$ cat src/rtl/rat_pipeline_pkg.sv
// Shared constants, PC load-source encoding and small helpers for the RAT pipeline front end.
package rat_pipeline_pkg;

    localparam int PC_W    = 10;
    localparam int INSTR_W = 18;

    localparam logic [PC_W-1:0]    INT_VECTOR = 10'h3FF;
    localparam logic [INSTR_W-1:0] NOP_INSTR  = 18'h00000;
    localparam logic [INSTR_W-1:0] INT_INSTR  = 18'h3C000;

    typedef enum logic [2:0] {
        SEL_IMM     = 3'd0,
        SEL_STACK   = 3'd1,
        SEL_INT     = 3'd2,
        SEL_MISS    = 3'd3,
        SEL_PREDICT = 3'd4
    } PcSel;

    function automatic logic sel_is_legal(input logic [2:0] sel);
        return (sel <= 3'd4);
    endfunction

    // Performance counters stick at all-ones instead of wrapping.
    function automatic logic [15:0] sat_inc16(input logic [15:0] value);
        return (value == 16'hFFFF) ? value : (value + 16'd1);
    endfunction

endpackage

$ cat src/rtl/fetch_stage_fetch_latch.sv
// Fetch-to-decode pipeline register: holds {instr, pc, valid}; stall holds, clear squashes.
module fetch_latch #(
    parameter int PC_W    = rat_pipeline_pkg::PC_W,
    parameter int INSTR_W = rat_pipeline_pkg::INSTR_W
) (
    input  logic               clk,
    input  logic               reset,
    input  logic               stall,
    input  logic               clear,
    input  logic [INSTR_W-1:0] in_instr,
    input  logic [PC_W-1:0]    in_pc,
    input  logic               in_valid,
    output logic [INSTR_W-1:0] instr,
    output logic [PC_W-1:0]    pc,
    output logic               valid
);
    import rat_pipeline_pkg::*;

    // Stall has priority over clear so a held slot is never lost to a flush.
    always_ff @(posedge clk) begin
        if (reset) begin
            instr <= NOP_INSTR;
            pc    <= {PC_W{1'b0}};
            valid <= 1'b0;
        end else if (stall) begin
            instr <= instr;
            pc    <= pc;
            valid <= valid;
        end else if (clear) begin
            instr <= NOP_INSTR;
            pc    <= {PC_W{1'b0}};
            valid <= 1'b0;
        end else begin
            instr <= in_instr;
            pc    <= in_pc;
            valid <= in_valid;
        end
    end

endmodule

$ cat src/rtl/fetch_stage.sv
// Fetch stage: PC sequencing, instruction-memory addressing, decode-slot overrides and
// stall/flush performance counters.
module fetch_stage #(
    parameter int PC_W    = rat_pipeline_pkg::PC_W,
    parameter int INSTR_W = rat_pipeline_pkg::INSTR_W,
    parameter logic [PC_W-1:0] INT_VECTOR = rat_pipeline_pkg::INT_VECTOR
) (
    input  logic               clk,
    input  logic               reset,
    input  logic               pc_inc,
    input  logic               pc_load,
    input  logic               pc_reset,
    input  logic [2:0]         pc_mux_sel,
    input  logic [PC_W-1:0]    branch_imm,
    input  logic [PC_W-1:0]    stack_addr,
    input  logic [PC_W-1:0]    miss_addr,
    input  logic [PC_W-1:0]    predict_target,
    input  logic               imem_addr_mux,
    input  logic               fetch_latch_stall,
    input  logic               dec_nop,
    input  logic               dec_int,
    output logic [PC_W-1:0]    imem_addr,
    input  logic [INSTR_W-1:0] imem_data,
    output logic [PC_W-1:0]    pc,
    output logic [INSTR_W-1:0] dec_instr,
    output logic [PC_W-1:0]    dec_pc,
    output logic               dec_valid,
    output logic               dec_is_int,
    output logic [15:0]        stall_cnt,
    output logic [15:0]        flush_cnt
);
    import rat_pipeline_pkg::*;

    localparam logic [PC_W-1:0] PC_ONE = {{(PC_W-1){1'b0}}, 1'b1};

    logic [PC_W-1:0]    pc_r;
    logic [PC_W-1:0]    pc_next_s;
    logic [PC_W-1:0]    load_addr_s;
    logic [PC_W-1:0]    imem_addr_s;
    logic [PC_W-1:0]    issued_q;
    logic               fetch_valid_q;
    logic               sel_err;
    logic               sel_legal_s;
    logic               load_ok_s;
    logic               sel_bad_s;
    logic               flush_evt_s;
    logic [15:0]        stall_cnt_r;
    logic [15:0]        flush_cnt_r;
    logic [INSTR_W-1:0] lat_instr_s;
    logic [PC_W-1:0]    lat_pc_s;
    logic               lat_valid_s;

    assign sel_legal_s = sel_is_legal(pc_mux_sel);
    assign load_ok_s   = pc_load & sel_legal_s;
    assign sel_bad_s   = pc_load & ~sel_legal_s;
    assign flush_evt_s = dec_nop & ~dec_int;

    // Load-source mux; illegal selects fall back to the current PC so a bad load holds.
    always_comb begin
        load_addr_s = pc_r;
        case (pc_mux_sel)
            SEL_IMM:     load_addr_s = branch_imm;
            SEL_STACK:   load_addr_s = stack_addr;
            SEL_INT:     load_addr_s = INT_VECTOR;
            SEL_MISS:    load_addr_s = miss_addr;
            SEL_PREDICT: load_addr_s = predict_target;
            default:     load_addr_s = pc_r;
        endcase
    end

    // Next-PC priority: clear, then load, then increment (natural wrap at the top), else hold.
    always_comb begin
        pc_next_s = pc_r;
        if (pc_reset) begin
            pc_next_s = {PC_W{1'b0}};
        end else if (pc_load) begin
            pc_next_s = load_addr_s;
        end else if (pc_inc) begin
            pc_next_s = pc_r + PC_ONE;
        end else begin
            pc_next_s = pc_r;
        end
    end

    assign imem_addr_s = imem_addr_mux ? issued_q : pc_r;
    assign imem_addr   = imem_addr_s;
    assign pc          = pc_r;
    assign stall_cnt   = stall_cnt_r;
    assign flush_cnt   = flush_cnt_r;

    // issued_q mirrors the address the memory saw last cycle, so it pairs with imem_data.
    always_ff @(posedge clk) begin
        if (reset) begin
            pc_r          <= {PC_W{1'b0}};
            issued_q      <= {PC_W{1'b0}};
            fetch_valid_q <= 1'b0;
            sel_err       <= 1'b0;
            stall_cnt_r   <= 16'h0000;
            flush_cnt_r   <= 16'h0000;
        end else begin
            pc_r          <= pc_next_s;
            issued_q      <= imem_addr_s;
            fetch_valid_q <= 1'b1;
            sel_err       <= sel_err | sel_bad_s;
            stall_cnt_r   <= fetch_latch_stall ? sat_inc16(stall_cnt_r) : stall_cnt_r;
            flush_cnt_r   <= flush_evt_s ? sat_inc16(flush_cnt_r) : flush_cnt_r;
        end
    end

    fetch_latch #(
        .PC_W    (PC_W),
        .INSTR_W (INSTR_W)
    ) u_fetch_latch (
        .clk      (clk),
        .reset    (reset),
        .stall    (fetch_latch_stall),
        .clear    (load_ok_s),
        .in_instr (imem_data),
        .in_pc    (issued_q),
        .in_valid (fetch_valid_q),
        .instr    (lat_instr_s),
        .pc       (lat_pc_s),
        .valid    (lat_valid_s)
    );

    // Decode-slot overrides; an injected interrupt carries the latched PC as its return address.
    always_comb begin
        dec_instr  = lat_instr_s;
        dec_pc     = lat_pc_s;
        dec_valid  = lat_valid_s;
        dec_is_int = 1'b0;
        if (dec_int) begin
            dec_instr  = INT_INSTR;
            dec_valid  = 1'b1;
            dec_is_int = 1'b1;
        end else if (dec_nop) begin
            dec_instr  = NOP_INSTR;
            dec_valid  = 1'b0;
        end else begin
            dec_instr  = lat_instr_s;
            dec_valid  = lat_valid_s;
        end
    end

endmodule

$ cat config.mk
export PLATFORM = sky130hd
export DESIGN_NAME = fetch_stage
export DESIGN_NICKNAME = d
export VERILOG_FILES = /design/src/rtl/rat_pipeline_pkg.sv /design/src/rtl/fetch_stage_fetch_latch.sv /design/src/rtl/fetch_stage.sv
export SDC_FILE = /design/constraint.sdc
export NUM_CORES = 1
export LEC_CHECK = 0
export ABC_CLOCK_PERIOD_IN_PS = 1900
export BUFFER_PORTS_ARGS = -buffer_cell sky130_fd_sc_hd__buf_4
export CORE_UTILIZATION = 50
export CTS_BUF_LIST = sky130_fd_sc_hd__clkbuf_4
export CTS_CLUSTER_SIZE = 16
export DETAILED_ROUTE_END_ITERATION = 8
export PLACE_DENSITY_LB_ADDON = 0.12
export SLEW_MARGIN = 10
export SYNTH_ARGS = -nofsm -noshare
export SYNTH_HDL_FRONTEND = slang
export SYNTH_SLANG_ARGS = --single-unit
$ cat constraint.sdc
create_clock -name clk -period 1.9 [get_ports clk]
set_clock_uncertainty 0.1 [all_clocks]
set_input_delay 0.285 -clock clk [delete_from_list [all_inputs] [get_ports clk]]
set_output_delay 0.285 -clock clk [all_outputs]
set_load 0.005 [all_outputs]
## Word level (Yosys, flattened, before mapping)

Index checks and enable logic that the tools add are counted.

| word-level totals | value |
|---|---|
| bits of input ports | 70 |
| word-level logic and storage cells | 43 |
| flip-flop bits (word level) | 82 |

| operators by class | value |
|---|---|
| equal/unequal tests | 7 |
| multiplexer cells | 13 |
| bitwise logic cells | 5 |
| reductions and logical operators | 6 |
| $lt $le $gt $ge | 1 |
| add/sub/neg operators | 3 |

Operators with widths:

| cell | count |
|---|---|
| 18-bit 2-to-1 mux | 3 |
| 10-bit one-hot mux with 5 select lines | 1 |
| 10-bit 2-to-1 mux | 4 |
| 16-bit by 1-bit adder with 16-bit output (second input constant) | 2 |
| 16-bit equality test (second input constant) | 2 |
| 10-bit by 1-bit adder with 10-bit output (second input constant) | 1 |
| 3-bit by 2-bit equality test with 1-bit output (second input constant) | 2 |
| 6-bit by 1-bit inequality test with 1-bit output (second input constant) | 1 |
| 2-bit AND reduction | 3 |
| 1-bit 2-to-1 mux | 5 |
| 3-bit by 1-bit equality test with 1-bit output (second input constant) | 1 |
| 3-bit equality test (second input constant) | 1 |
| 3-bit <= comparator (second input constant) | 1 |
| 3-bit zero test | 1 |
| 1-bit NOT | 3 |
| 1-bit AND | 2 |
| 2-bit nonzero test | 1 |
| 2-bit OR reduction | 1 |

## Depth between registers and ports, before layout

| logic depth | value |
|---|---|
| depth in word-level cells | 3 |
| mapped depth | 6 |
| depth with buffers taken out | 5 |

## Hierarchy

From an unflattened synthesis, not the netlist that was laid out.

| unflattened totals | value |
|---|---|
| cell total of the unflattened synthesis | 533 |
| area total of the unflattened synthesis | 4603.2 um2 |

Modules (own cells, without submodules):

| module | instances | cells each | sequential area each (um2) | area each (um2) |
|---|---|---|---|---|
| fetch_stage | 1 | 404 | 1061.0 | 3326.9 |
| fetch_latch | 1 | 129 | 580.6 | 1276.2 |

## Worst setup path after synthesis

Ideal clock, no wire load.

| path | value |
|---|---|
| path type | register -> register |
| from | register flush_cnt_r[0], in the netlist flush_cnt[0] |
| to | register flush_cnt_r[5], in the netlist flush_cnt[5] |
| setup slack | 0.214 ns |
| data arrival time | 1.463 ns |
| path buffers | 0 |
| data required time | 1.677 ns |
| stages on the path, launching flop included | 6 |
| library setup time | 0.123 ns |
| cell sequence | dfxtp_1 > ha_1 > nand4_1 > nor4_4 > nor3_1 > mux2_1 |

| between the ends | value |
|---|---|
| cells in the longest elaborated chain, start to end | 3 |
| elaborated cells on any way between the ends | 4 |
| those cells by class | 1 x add/sub; 1 x eq/ne; 1 x bitwise; 1 x reduce/logical |

RTL lines:

| item | line | RTL |
|---|---|---|
| start, declared | fetch_stage.sv:48 | `logic [15:0] flush_cnt_r;` |
| start signal, assigned | fetch_stage.sv:106 | `flush_cnt_r <= flush_evt_s ? sat_inc16(flush_cnt_r) : flush_cnt_r;` |
| branches (longest 3 deep; another with 16-bit by 1-bit adder with 16-bit output) | n/a |  |

Several ways; the timed one is not identified.
A chain may end at the register's enable or synchronous reset.

## Worst setup path in the final report

| path | value |
|---|---|
| from | register flush_cnt_r[5], in the netlist flush_cnt[5] |
| to | register flush_cnt_r[5], in the netlist flush_cnt[5] |

The elaborated chain is that of the path after synthesis.

==> metrics.csv <==
stage,metric,value,unit
synthesis,Mean Syn Cell Area,8.35,um^2
finish,layout cells sized above 1,0.340,
synthesis,number of synthesized flops with an enable pin,0,
cts,clk slew on worst S/H paths,0.14,ns
critical_path,endpoint class of the critical path,flop,
timing,Finish-stage setup viols,0,
floorplan,Die ar.,9130,um^2
critical_path,Critical R2R Launch,flush_cnt[5]$_SDFFE_PP0P_,
critical_path,cell class contributing the biggest share of worst-path delay,simple AND/OR/NAND/NOR gates,
synthesis,Seq cells post-synth,82,
cts,count of clock tree sinks,82,
power_and_ir_drop,Power Total,3.21,mW
cts,clock latency reported for the late side of the worst-skew pair,0.43,ns
grt,overflow left after global routing,0,
grt,most used routing layer in global routing,met2,
power_and_ir_drop,leakage power total,2.49,nW
grt,global-route wire length before repair,18.7,mm
critical_path,depth of the worst register-to-register path,5,
synthesis,largest family of logic cells by synthesized area,simple AND/OR/NAND/NOR gates,
critical_path,required time at the worst-slack endpoint,2.13,ns
critical_path,CP max stage cell,sky130_fd_sc_hd__dfxtp_1,
synthesis,synthesized-area fraction occupied by adder cells,0.00858,
synthesis,Yosys cell types,60,
grt,met1 Track Usage GR,0.348,
synthesis,mux cell area share after synthesis,0.0641,
finish,non-filler cells in the finished layout,802,
grt,vias in the first global route,4045,
route,Detailed Route WL,11.8,mm
critical_path,arrival time worst endpoint,2.03,ns
power_and_ir_drop,share of power burned in combinational logic,0.166,
floorplan,Chip Width,95.5,um
grt,largest net degree at the start of global routing,64,
finish,area grow syn2layout,35.6,%
timing,final number of max-transition violations,0,
cts,CTS Buf Count,9,
cts,CTS tree,yes,
critical_path,worst-case register-to-register setup slack,0.10,ns
synthesis,most instantiated flip-flop cell in the synthesis netlist,sky130_fd_sc_hd__dfxtp_1,
power_and_ir_drop,power per cell area,541,nW/um^2
min_path,worst hold path startpoint,imem_data[8],
synthesis,post-synth design cell area,4380,um^2
placed_design,I/O Buffers,151,
critical_path,crit path launch type,flop,
timing,minimum clock period after layout,1.80,ns
floorplan,number of rows in the core area,33,
critical_path,Setup CP Type,flop to flop,
min_path,worst hold endpoint,u_fetch_latch.instr[8]$_SDFFE_PP0N_,
synthesis,number of instances in the synthesized netlist,524,
grt,met2 usage,0.411,
synthesis,sequential cell area fraction in the yosys report,0.375,
synthesis,Async SR Flop Fraction,0,
timing,Max Clock Freq,556,MHz
synthesis,synth warn,0,
synthesis,simple-gate portion of the synthesized area,0.313,
finish,antenna cell count,0,
power_and_ir_drop,clock network fraction of design power,0.268,
synthesis,post-synthesis share of cell area spent on xor and xnor gates,0,
floorplan,total I/O pin count,152,
critical_path,critical-path maximum fanout,10,
route,vias per std cell,5.65,
route,detailed-route wire length per cell,14.7,um
floorplan,standard cell core area,8340,um^2
synthesis,post-synthesis compound-gate area fraction,0.198,
route,number of DRC markers after the initial detailed-route iteration,204,
synthesis,nets in the synthesized netlist,597,
power_and_ir_drop,switching power of the nets,0.877,mW
route,DRC violations left,0,
power_and_ir_drop,internal power,2.33,mW
placed_design,final RePlAce weighted congestion,0.878,
critical_path,Critical Path Max Stage Delay,0.45,ns
grt,met3 Track Usage GR,0.0638,
grt,GRT Util Overall,0.260,
route,number of nets with antenna violations after routing,0,
floorplan,die outline height,95.5,um
finish,layout net count,766,
critical_path,crit path buf inv count,1,
cts,maximum buffer depth of the clock tree,2,
timing,Hold Fails Final Rpt,0,
floorplan,initial core utilization,0.525,
timing,worst-margin pin slew,0.500,ns
timing,WHS,0.0397,ns
min_path,Hold/Removal Path Class,input pin to flop,
timing,final critical-path share of the clock period,0.947,
route,first-pass iteration count of the detailed router,5,
grt,initial antenna violation count,0,
cts,htree depth,3,
cts,cell at the root of the clock tree,sky130_fd_sc_hd__clkbuf_4,
timing,Max-Slew Margin vs Limit,0.667,
flow_run,max cap viols,0,
placed_design,hpwl dp,8.63,mm
status,status,finished clean,
power_and_ir_drop,Sequential Power Share,0.565,
power_and_ir_drop,IR Drop Worst-Case VDD,325,uV
power_and_ir_drop,net switching fraction of the power,0.273,
critical_path,CP cell instances,nand4_2 > nor4_4 > buf_4 > nor3_1 > mux2_1,
route,vias after detailed routing,4528,
timing,total negative slack for setup checks,0,ns
critical_path,R2R Path End,flush_cnt[5]$_SDFFE_PP0P_,
min_path,Worst Hold Path Cells,3,
placed_design,placed cells,781,
==> registers in the layout, indices dropped and copies added (netlist names) <==
name,flops
u_fetch_latch.pc,10
fetch_valid_q,1
issued_q,10
stall_cnt,16
u_fetch_latch.valid,1
flush_cnt,16
u_fetch_latch.instr,18
pc,10
==> metrics by stage <==
step	util	setup WS [ns]	instance area, um^2
5_1_grt	0.712	-0.0418	5930
6_report	0.712	0.100	5930
3_3_place_gp	0.689	0.183	5750
4_1_cts	0.702	0.0723	5860
2_1_floorplan	-	0.214	4380
3_5_place_dp	0.689	0.0693	5750
==> how the worst max path moves through the flow <==
stage	from	to	cells past startpoint
final	flush_cnt[5]$_SDFFE_PP0P_	flush_cnt[5]$_SDFFE_PP0P_	5
after global routing	flush_cnt[1]$_SDFFE_PP0P_	flush_cnt[14]$_SDFFE_PP0P_	6
after floorplan	flush_cnt[0]$_SDFFE_PP0P_	flush_cnt[5]$_SDFFE_PP0P_	5
after detailed placement	stall_cnt[0]$_SDFFE_PP0P_	stall_cnt[10]$_SDFFE_PP0P_	5
after global placement	flush_cnt[0]$_SDFFE_PP0P_	flush_cnt[14]$_SDFFE_PP0P_	6
after CTS	stall_cnt[0]$_SDFFE_PP0P_	stall_cnt[10]$_SDFFE_PP0P_	5
==> cell type report <==
| cell class | count | area [um^2] |
|---|---|---|
| Inverter | 9 | 33.8 |
| Clock inverter | 5 | 32.5 |
| Timing Repair Buffer | 191 | 1440 |
| Tap cell | 105 | 131 |
| Sequential cell | 82 | 1650 |
| Fill cell | 708 | 2410 |
| Multi-Input combinational cell | 400 | 2570 |
| Clock buffer | 10 | 75.1 |
==> synth_stat cells, types with 10 or more instances <==
master,n,area [um^2]
sky130_fd_sc_hd__dfxtp_1,82,1640
sky130_fd_sc_hd__nor2_1,20,75.1
sky130_fd_sc_hd__a31oi_1,11,68.8
sky130_fd_sc_hd__nand4_1,12,75.1
sky130_fd_sc_hd__mux2i_1,10,100
sky130_fd_sc_hd__and2_1,26,163
sky130_fd_sc_hd__a21oi_1,51,255
sky130_fd_sc_hd__clkbuf_1,24,90.1
sky130_fd_sc_hd__mux2_2,14,158
sky130_fd_sc_hd__nand3_1,13,65.1
sky130_fd_sc_hd__nor4_1,11,68.8
sky130_fd_sc_hd__nand3b_1,31,233
sky130_fd_sc_hd__o21ai_0,18,90.1
sky130_fd_sc_hd__nand2_1,60,225
==> worst register-to-register path, stage by stage (launching register included) <==
cell                      delay [ns]
sky130_fd_sc_hd__dfxtp_1        0.45
sky130_fd_sc_hd__nand4_2        0.21
sky130_fd_sc_hd__nor4_4         0.36
sky130_fd_sc_hd__buf_4          0.21
sky130_fd_sc_hd__nor3_1         0.06
sky130_fd_sc_hd__mux2_1         0.30
==> power groups by stage <==
stage | sequential (mW) | combinational [mW] | clock (mW)
after detailed placement | 1.85 | 0.523 | 0
after global routing | 1.82 | 0.587 | 0.970
final | 1.81 | 0.533 | 0.861
after global placement | 1.85 | 0.515 | 0
after floorplan | 1.84 | 0.265 | 0
after CTS | 1.81 | 0.526 | 0.895
==> routing by layer <==
| metal | share of wire | wire, um |
|---|---|---|
| met2 | 0.47 | 5480 |
| met1 | 0.45 | 5310 |
| met3 | 0.072 | 846 |
| met5 | 0 | 0 |
| met4 | 0.0097 | 114 |
==> cells by family (layout without fill, tap and decap cells) <==
kind of cell | count (synthesis) | after routing
AND/OR/NAND/NOR | 235 | 235
AO/OA/AOI/OAI | 136 | 136
flip-flops | 82 | 82
buffers and inverters | 42 | 215
multiplexers | 26 | 26
adder cells (fa/ha/maj) | 3 | 3
==> cell usage in the layout, fill, tap and decap left out, types with 11 or more instances in the layout <==
master | synthesis | routed
sky130_fd_sc_hd__a21oi_1 | 51 | 51
sky130_fd_sc_hd__a31oi_1 | 11 | 11
sky130_fd_sc_hd__and2_1 | 26 | 26
sky130_fd_sc_hd__buf_4 | 2 | 187
sky130_fd_sc_hd__dfxtp_1 | 82 | 79
sky130_fd_sc_hd__mux2_2 | 14 | 14
sky130_fd_sc_hd__nand2_1 | 60 | 60
sky130_fd_sc_hd__nand3_1 | 13 | 12
sky130_fd_sc_hd__nand3b_1 | 31 | 31
sky130_fd_sc_hd__nand4_1 | 12 | 12
sky130_fd_sc_hd__nor2_1 | 20 | 20
sky130_fd_sc_hd__o21ai_0 | 18 | 18
==> repair_timing <==
item,4_1_cts,5_1_grt
setup buffers,0,2
endpoints found under the setup margin,0,11
endpoints found under the hold margin,0,4
resized for setup,0,8
hold buffers,0,4
Power figures use the tool's default switching activity.
